==> config.mk <==
export PLATFORM = sky130hd
export DESIGN_NAME = id_stage
export DESIGN_NICKNAME = d
export VERILOG_FILES = /design/src/rtl/my_pkg.sv /design/src/rtl/id_stage.sv
export SDC_FILE = /design/constraint.sdc
export NUM_CORES = 1
export LEC_CHECK = 0
export BUFFER_PORTS_ARGS = -buffer_cell sky130_fd_sc_hd__buf_2
export CAP_MARGIN = 20
export CORE_MARGIN = 10
export CORE_UTILIZATION = 25
export DETAILED_ROUTE_END_ITERATION = 12
export PLACE_DENSITY_LB_ADDON = 0.1
export SYNTH_ARGS = -nofsm -noshare
export SYNTH_HDL_FRONTEND = slang
export SYNTH_SLANG_ARGS = --single-unit
==> constraint.sdc <==
create_clock -name clk -period 2.6 [get_ports clk]
set_clock_uncertainty 0.15 [all_clocks]
set_input_delay 0.13 -clock clk [delete_from_list [all_inputs] [get_ports clk]]
set_output_delay 0.13 -clock clk [all_outputs]
set_load 0.1 [all_outputs]
==> src/rtl/my_pkg.sv <==
// rtl/my_pkg.sv - shared RISCV-Lite pipeline types
package my_pkg;

    typedef enum logic [3:0] {
        ALU_ADD, ALU_SUB, ALU_SLL, ALU_SLT, ALU_SLTU, ALU_XOR, ALU_SRL, ALU_SRA,
        ALU_OR, ALU_AND, ALU_BEQ, ALU_BNE, ALU_BLT, ALU_BGE, ALU_BLTU, ALU_BGEU
    } alu_ops_t;

endpackage

==> src/rtl/id_stage.sv <==
// rtl/id_stage.sv - RV32I decode stage with registered ID/EX boundary and load-use stall
module id_stage
    import my_pkg::*;
(
    input  logic        clk,
    input  logic        rst_n,
    input  logic        if_valid,
    input  logic [31:0] if_instr,
    input  logic [31:0] if_pc,
    output logic        id_ready,
    output logic [4:0]  rf_rs1_addr,
    output logic [4:0]  rf_rs2_addr,
    input  logic [31:0] rf_rs1_data,
    input  logic [31:0] rf_rs2_data,
    input  logic        flush,
    input  logic        ex_ready,
    output logic        ex_valid,
    output logic [31:0] ex_op1,
    output logic [31:0] ex_op2,
    output alu_ops_t    ex_alu_ctrl,
    output logic [31:0] ex_imm,
    output logic [31:0] ex_pc,
    output logic [31:0] ex_store_data,
    output logic [4:0]  ex_rd,
    output logic        ex_reg_write,
    output logic        ex_mem_read,
    output logic        ex_mem_write,
    output logic        ex_is_branch,
    output logic        ex_is_jal,
    output logic        ex_is_jalr,
    output logic        ex_illegal
);

    localparam logic [6:0] OPC_OP     = 7'b0110011;
    localparam logic [6:0] OPC_OPIMM  = 7'b0010011;
    localparam logic [6:0] OPC_LOAD   = 7'b0000011;
    localparam logic [6:0] OPC_STORE  = 7'b0100011;
    localparam logic [6:0] OPC_BRANCH = 7'b1100011;
    localparam logic [6:0] OPC_LUI    = 7'b0110111;
    localparam logic [6:0] OPC_AUIPC  = 7'b0010111;
    localparam logic [6:0] OPC_JAL    = 7'b1101111;
    localparam logic [6:0] OPC_JALR   = 7'b1100111;

    logic [6:0]  opcode, funct7;
    logic [2:0]  funct3;
    logic [4:0]  rd;
    logic        f7_zero, f7_alt;
    logic [31:0] imm_i, imm_s, imm_b, imm_u, imm_j;

    assign opcode      = if_instr[6:0];
    assign rd          = if_instr[11:7];
    assign funct3      = if_instr[14:12];
    assign funct7      = if_instr[31:25];
    assign rf_rs1_addr = if_instr[19:15];
    assign rf_rs2_addr = if_instr[24:20];
    assign f7_zero     = (funct7 == 7'h00);
    assign f7_alt      = (funct7 == 7'h20);

    assign imm_i = {{20{if_instr[31]}}, if_instr[31:20]};
    assign imm_s = {{20{if_instr[31]}}, if_instr[31:25], if_instr[11:7]};
    assign imm_b = {{19{if_instr[31]}}, if_instr[31], if_instr[7], if_instr[30:25], if_instr[11:8], 1'b0};
    assign imm_u = {if_instr[31:12], 12'b0};
    assign imm_j = {{11{if_instr[31]}}, if_instr[31], if_instr[19:12], if_instr[20], if_instr[30:21], 1'b0};

    logic [31:0] op1_d, op2_d, imm_d;
    alu_ops_t    alu_d;
    logic        rw_d, mr_d, mw_d, br_d, jal_d, jalr_d, ill_d, uses_rs1, uses_rs2;

    always_comb begin
        op1_d = '0; op2_d = '0; imm_d = '0; alu_d = ALU_ADD;
        rw_d = 1'b0; mr_d = 1'b0; mw_d = 1'b0; br_d = 1'b0;
        jal_d = 1'b0; jalr_d = 1'b0; ill_d = 1'b0;
        uses_rs1 = 1'b0; uses_rs2 = 1'b0;
        case (opcode)
            OPC_OP: begin
                uses_rs1 = 1'b1; uses_rs2 = 1'b1; rw_d = 1'b1;
                op1_d = rf_rs1_data; op2_d = rf_rs2_data;
                case (funct3)
                    3'b000: begin alu_d = f7_alt ? ALU_SUB : ALU_ADD; ill_d = ~(f7_zero | f7_alt); end
                    3'b001: begin alu_d = ALU_SLL;  ill_d = ~f7_zero; op2_d = {27'b0, rf_rs2_data[4:0]}; end
                    3'b010: begin alu_d = ALU_SLT;  ill_d = ~f7_zero; end
                    3'b011: begin alu_d = ALU_SLTU; ill_d = ~f7_zero; end
                    3'b100: begin alu_d = ALU_XOR;  ill_d = ~f7_zero; end
                    3'b101: begin
                        alu_d = f7_alt ? ALU_SRA : ALU_SRL; ill_d = ~(f7_zero | f7_alt);
                        op2_d = {27'b0, rf_rs2_data[4:0]};
                    end
                    3'b110: begin alu_d = ALU_OR;   ill_d = ~f7_zero; end
                    default: begin alu_d = ALU_AND; ill_d = ~f7_zero; end
                endcase
            end
            OPC_OPIMM: begin
                uses_rs1 = 1'b1; rw_d = 1'b1;
                op1_d = rf_rs1_data; op2_d = imm_i; imm_d = imm_i;
                case (funct3)
                    3'b000: alu_d = ALU_ADD;
                    3'b001: begin alu_d = ALU_SLL; ill_d = ~f7_zero; op2_d = {27'b0, if_instr[24:20]}; end
                    3'b010: alu_d = ALU_SLT;
                    3'b011: alu_d = ALU_SLTU;
                    3'b100: alu_d = ALU_XOR;
                    3'b101: begin
                        alu_d = f7_alt ? ALU_SRA : ALU_SRL; ill_d = ~(f7_zero | f7_alt);
                        op2_d = {27'b0, if_instr[24:20]};
                    end
                    3'b110: alu_d = ALU_OR;
                    default: alu_d = ALU_AND;
                endcase
            end
            OPC_LOAD: begin
                uses_rs1 = 1'b1; rw_d = 1'b1; mr_d = 1'b1;
                op1_d = rf_rs1_data; op2_d = imm_i; imm_d = imm_i;
                ill_d = (funct3 == 3'b011) | (funct3 == 3'b110) | (funct3 == 3'b111);
            end
            OPC_STORE: begin
                uses_rs1 = 1'b1; uses_rs2 = 1'b1; mw_d = 1'b1;
                op1_d = rf_rs1_data; op2_d = imm_s; imm_d = imm_s;
                ill_d = funct3[2] | (funct3 == 3'b011);
            end
            OPC_BRANCH: begin
                uses_rs1 = 1'b1; uses_rs2 = 1'b1; br_d = 1'b1;
                op1_d = rf_rs1_data; op2_d = rf_rs2_data; imm_d = imm_b;
                case (funct3)
                    3'b000: alu_d = ALU_BEQ;
                    3'b001: alu_d = ALU_BNE;
                    3'b100: alu_d = ALU_BLT;
                    3'b101: alu_d = ALU_BGE;
                    3'b110: alu_d = ALU_BLTU;
                    3'b111: alu_d = ALU_BGEU;
                    default: ill_d = 1'b1;
                endcase
            end
            OPC_LUI:   begin rw_d = 1'b1; op2_d = imm_u; imm_d = imm_u; end
            OPC_AUIPC: begin rw_d = 1'b1; op1_d = if_pc; op2_d = imm_u; imm_d = imm_u; end
            OPC_JAL:   begin rw_d = 1'b1; jal_d = 1'b1; op1_d = if_pc; op2_d = 32'd4; imm_d = imm_j; end
            OPC_JALR: begin
                uses_rs1 = 1'b1; rw_d = 1'b1; jalr_d = 1'b1;
                op1_d = if_pc; op2_d = 32'd4; imm_d = imm_i;
                ill_d = (funct3 != 3'b000);
            end
            default: ill_d = 1'b1;
        endcase
        // Illegal words travel down as a harmless ADD 0,0 so EX only needs to look at ex_illegal.
        if (ill_d) begin
            op1_d = '0; op2_d = '0; imm_d = '0; alu_d = ALU_ADD;
            rw_d = 1'b0; mr_d = 1'b0; mw_d = 1'b0; br_d = 1'b0; jal_d = 1'b0; jalr_d = 1'b0;
        end
        if (rd == 5'd0) rw_d = 1'b0;
    end

    logic        valid_q, rw_q, mr_q, mw_q, br_q, jal_q, jalr_q, ill_q;
    logic [31:0] op1_q, op2_q, imm_q, pc_q, sd_q;
    logic [4:0]  rd_q;
    alu_ops_t    alu_q;
    logic        load, hz, take;

    assign load     = ~valid_q | ex_ready;
    assign hz       = valid_q & mr_q & (rd_q != 5'd0) &
                      (((rd_q == rf_rs1_addr) & uses_rs1) | ((rd_q == rf_rs2_addr) & uses_rs2));
    assign id_ready = rst_n & load & (~hz | flush);
    assign take     = if_valid & ~flush & ~hz;

    always_ff @(posedge clk or negedge rst_n) begin
        if (!rst_n) begin
            valid_q <= 1'b0; op1_q <= '0; op2_q <= '0; imm_q <= '0; pc_q <= '0; sd_q <= '0;
            rd_q <= '0; alu_q <= ALU_ADD; rw_q <= 1'b0; mr_q <= 1'b0; mw_q <= 1'b0;
            br_q <= 1'b0; jal_q <= 1'b0; jalr_q <= 1'b0; ill_q <= 1'b0;
        end else if (load) begin
            if (take) begin
                valid_q <= 1'b1; op1_q <= op1_d; op2_q <= op2_d; imm_q <= imm_d; pc_q <= if_pc;
                sd_q <= rf_rs2_data; rd_q <= rd; alu_q <= alu_d; rw_q <= rw_d; mr_q <= mr_d;
                mw_q <= mw_d; br_q <= br_d; jal_q <= jal_d; jalr_q <= jalr_d; ill_q <= ill_d;
            end else begin
                valid_q <= 1'b0; op1_q <= '0; op2_q <= '0; imm_q <= '0; pc_q <= '0; sd_q <= '0;
                rd_q <= '0; alu_q <= ALU_ADD; rw_q <= 1'b0; mr_q <= 1'b0; mw_q <= 1'b0;
                br_q <= 1'b0; jal_q <= 1'b0; jalr_q <= 1'b0; ill_q <= 1'b0;
            end
        end
    end

    assign ex_valid      = valid_q;
    assign ex_op1        = op1_q;
    assign ex_op2        = op2_q;
    assign ex_alu_ctrl   = alu_q;
    assign ex_imm        = imm_q;
    assign ex_pc         = pc_q;
    assign ex_store_data = sd_q;
    assign ex_rd         = rd_q;
    assign ex_reg_write  = rw_q;
    assign ex_mem_read   = mr_q;
    assign ex_mem_write  = mw_q;
    assign ex_is_branch  = br_q;
    assign ex_is_jal     = jal_q;
    assign ex_is_jalr    = jalr_q;
    assign ex_illegal    = ill_q;

endmodule

# Word-level counts from Yosys, hierarchy flattened
# Index checks and enable logic that the tools add are counted.
# word_totals
reg_bits	177
in_bits	133
wordCells	121
out_inout_bits	188
# classes
n_mux	49
n_eq_ne	19
n_reduce_logical	17
bitwise_logic	21
# op_table
operator	n
$mux W32	10
$pmux W32 S7	1
$pmux W32 S5	1
$pmux W32 S2	1
$pmux W4 S7	2
$eq A7 B6 Y1 const B	4
$mux W1	27
$pmux W4 S6	1
$eq A7 B7 Y1 const B	3
$eq A7 B5 Y1 const B	2
$eq A3 B3 Y1 const B	4
$pmux W4 S3	1
$reduce_or A3 Y1	4
$reduce_or A6 Y1	2
$eq A5 B5 Y1	2
$and A1 B1 Y1	9
$mux W4	2
$reduce_or A2 Y1	4
$eq A7 B2 Y1 const B	1
$logic_not A7 Y1	1
$or A1 B1 Y1	7
$pmux W1 S7	1
$reduce_or A7 Y1	1
$eq A3 B2 Y1 const B	2
9 further kinds	13

# Longest topological paths before layout
# logic_depth
ltp_word	9
mapped_depth	10
depth_no_buf	7

# Worst setup path before layout
# Ideal clock, no wire load.
# synth_path
path_kind	register -> output
startpoint	register rd_q[1] (netlist: ex_rd[1])
endpoint	output port id_ready
t_arrival_ns	4.105
path_stages_with_launch	6
n_path_buf	0
slack_ns	-1.785
cell_sequence	dfrtp_1 or4_1 o211a_1 o2111ai_2 a21oi_1 nor3b_1
# synth_via
elab_chain_cells	7
word_cells_on_any_way	11
classes_between	2 x eq/ne; 8 x bitwise; 1 x reduce/logical
# synth_lines
element	line_no	text
from (decl)	id_stage.sv:152	logic [4:0] rd_q;
from (signal assigned)	id_stage.sv:170	sd_q <= rf_rs2_data; rd_q <= rd; alu_q <= alu_d; rw_q <= rw_d; mr_q <= mr_d;
$eq A5 B5 Y1	id_stage.sv:158	(((rd_q == rf_rs1_addr) & uses_rs1) | ((rd_q == rf_rs2_addr) & uses_rs2));
$and A1 B1 Y1	id_stage.sv:158	
$or A1 B1 Y1	id_stage.sv:158	
$and A1 B1 Y1 (*)	id_stage.sv:157	assign hz = valid_q & mr_q & (rd_q != 5'd0) &
$not A1 Y1 (*)	id_stage.sv:159	assign id_ready = rst_n & load & (~hz | flush);
$or A1 B1 Y1 (*)	id_stage.sv:159	
$and A1 B1 Y1 (*)	id_stage.sv:159	
to (decl)	id_stage.sv:10	output logic id_ready,
# Every way passes the cells marked *; elsewhere a longest branch is shown, timed or not.

# Final worst setup path
# Same ends and word-level chain as after synthesis.

==> impl_metrics.tcl <==
set metrics [dict create \
    ctsRootBufferMaster "clkbuf_16" \
    syn-cell-area_um2 7886 \
    path_cells "or4_4 > o211ai_1 > or3_4 > a21oi_2 > nor3b_4 > buf_12" \
    setup_violations 0 \
    synth_area_per_cell_um2 10.77 \
    die_area_um2 39050 \
    ys_warn_count 0 \
    seqPwrFrac_pct 42.6 \
    htree_levels 4 \
    overflow 0 \
    ctsLongestPathBuffers 2 \
    ys_seq_area_share_pct 56.16 \
    mostFrequentLayoutCell "buf_2" \
    p_switching_mw 2.193 \
    initial_core_util_pct 25.58 \
    crit_fanout 2 \
    fp-row-count 64 \
    postRouteAntennaNets 0 \
    drive_gt1_share_pct 35.56 \
    synthFlopType "dfrtp_1" \
    die_x_um 197.6 \
    critical_path_arrival_ps 2310 \
    insertion_delay_ps 440 \
    cts_tree "done" \
    vias 7776 \
    hold_class "in -> reg" \
    critPathRequiredTime_ps 2320 \
    clock_sinks 177 \
    clk_pin_slew_ps 70 \
    max_freq_mhz 386.2 \
    route.detailed.drc 0 \
    ys_types 61 \
    hold_viol 0 \
    swShare_pct 32.75 \
    grt_pass1_vias 8264 \
    ir_worst_vdd_mv 0.4055 \
    min_period_ps 2590 \
    synth_edf_count 0 \
    grt_usage_pct 17.81 \
    power_frac_clock_pct 37.2 \
    cts_buffers 17 \
    gp_congestion 0.7928 \
    final_core_util_pct 38.53 \
    relSlewSlack_pct 31.06 \
    cp-end-kind "primary output" \
    grt_pass1_wl_um 53190 \
    leakagePower_nw 5.806 \
    syn_to_final_growth_pct 50.63 \
    wl_um 36540 \
    routedWlPerCell_um 23.37 \
    async_reset_ff_share_pct 100.0 \
    cp_slowest_stage_delay_ps 520 \
    layout.nets 1291 \
    dpl.hpwl_um 24250 \
    dr.pass1.iters 5 \
    worst_slew_pin_slew_ps 1034 \
    die_h_um 197.6 \
    fin_crit_sh_pct 99.60 \
    internal_power_mw 4.503 \
    synthTopCellsByArea "dfrtp_1 (56%), a22o_1 (9.1%), o21ai_0 (5.8%)" \
    cp-start-kind "register" \
    timing.hold.ws_ps 26.67 \
    final_cell_mix "buf_2 (318), dfrtp_1 (173), dlygate4sd3_1 (119), nand2_1 (104), a22o_1 (82)" \
    vias_per_cell 4.972 \
    portBuffers 320 \
    drt_iter0_markers 570 \
    antenna_found_initial 3 \
    rsz0062_at_grt "true" \
    critPathKind "reg -> out" \
    share_comb_of_total_power_pct 20.2 \
    syn_inst 732 \
    post-place-ws_ps 146.4 \
    cpMaxStageDelayCell "or4_4" \
    grt_max_degree 178 \
    drv_slew 0 \
    max_cap_violations 0 \
    io_pins 321 \
    timing.setup.tns_ps 0 \
    synth_seq_cells 177 \
    synth_area_leader_cell "dfrtp_1" \
    pwr_density_cell_nw_per_um2 563.7 \
    synth_fp_nets 869 \
    coreArea_um2 30830 \
    status "completed" \
    synth_top_area_share_pct 56.16 \
    layout_setup_ws_ps 10.41 \
]
routing by layer:
metal  wire length, um  track usage, %  vias to the layer above
li1                  -               -                     3576
met1             16020           23.11                     3924
met2             17530           27.87                      241
met3              2361           5.707                       33
met4               619           4.926                        2
met5                13               0                        -
sequential cells by signal, summed over array words and instances (netlist names):
register,count
ex_alu_ctrl,4
ex_imm,32
ex_is_jalr,1
ex_store_data,32
ex_op2,32
ex_rd,5
ex_is_jal,1
ex_pc,32
ex_reg_write,1
ex_mem_read,1
ex_valid,1
ex_mem_write,1
ex_is_branch,1
ex_op1,32
ex_illegal,1
power groups by stage:
stage | sequential [mW] | clock, mW | combinational (mW)
6_report | 2.85 | 2.49 | 1.35
4_1_cts | 2.85 | 2.58 | 1.34
3_3_place_gp | 2.90 | 0 | 1.20
5_1_grt | 2.86 | 2.69 | 1.43
3_5_place_dp | 2.90 | 0 | 1.20
2_1_floorplan | 3.36 | 0 | 0.315
final cells by class:
type / count / area [um^2]
tap: 396 / 495.5
multi-input combinational: 475 / 3146
antenna: 1 / 2.502
sequential: 177 / 4439
clock inverter: 11 / 78.83
timing repair buffer: 477 / 3224
fill: 3059 / 18950
inverter: 6 / 22.52
clock buffer: 21 / 470.5
cell usage after synthesis, types with 3 or more instances:
cell / count
nand2_1: 104
clkbuf_1: 42
o21ai_1: 3
nor2b_1: 6
nand3_1: 5
ha_1: 4
nand4_1: 4
a32o_1: 6
buf_4: 10
nand2b_1: 3
a221oi_1: 21
o21a_1: 3
dfrtp_1: 177
o21ai_0: 91
buf_2: 19
xor2_1: 5
a22oi_1: 54
o22ai_1: 3
or4_1: 3
inv_1: 6
a21oi_1: 8
a22o_1: 82
nor3_1: 6
a222oi_1: 3
xnor2_1: 5
nor2_1: 13
what timing repair did:
action / CTS / global route
endpoints found under the hold margin: 337 / 0
gates resized for setup: 1 / 46
setup endpoints to repair: 1 / 95
setup buffers: 2 / 2
hold buffers: 119 / 0
pin swaps: 5 / 23
gates cloned: 0 / 3
cell families (layout without fill, tap and decap cells):
logic type,after synthesis,after routing,share of synthesized area (%)
AOI/OAI and AO/OA,295,295,27.08
DFF,177,177,56.16
and+or+nand+nor,163,163,9.821
buffers and inverters,80,515,4.775
xor gates and xnor gates,10,10,1.111
adders and majority gates,4,4,0.6346
muxes,3,3,0.4125
other,0,1,0
worst max-delay path: cells and delay by family, from the launching register on:
family	cells	cell delay, ps
compound gates	2	270
buf+inv	1	200
simple gates	3	920
flops	1	470
through the flow:
step	cells	area, um^2	total power [mW]
6_report	1564	11880	6.697
5_1_grt	1564	11880	6.971
4_1_cts	1558	11790	6.772
3_5_place_dp	1405	10030	4.101
3_3_place_gp	1405	10030	4.105
2_1_floorplan	732	7926	3.678
worst paths after layout:
path	start	to	slack [ps]	cells past startpoint
min in group asynchronous	rst_n	ex_op2[16]	50	2
max reg2reg	ex_rd[1]	ex_store_data[1]	80	8
min	if_instr[24]	ex_imm[4]	30	3
max in group asynchronous	rst_n	ex_pc[19]	1480	3
max	ex_rd[1]	id_ready	10	6
min reg2reg	ex_imm[0]	ex_imm[0]	320	2
(Power assumes the default switching activity.)
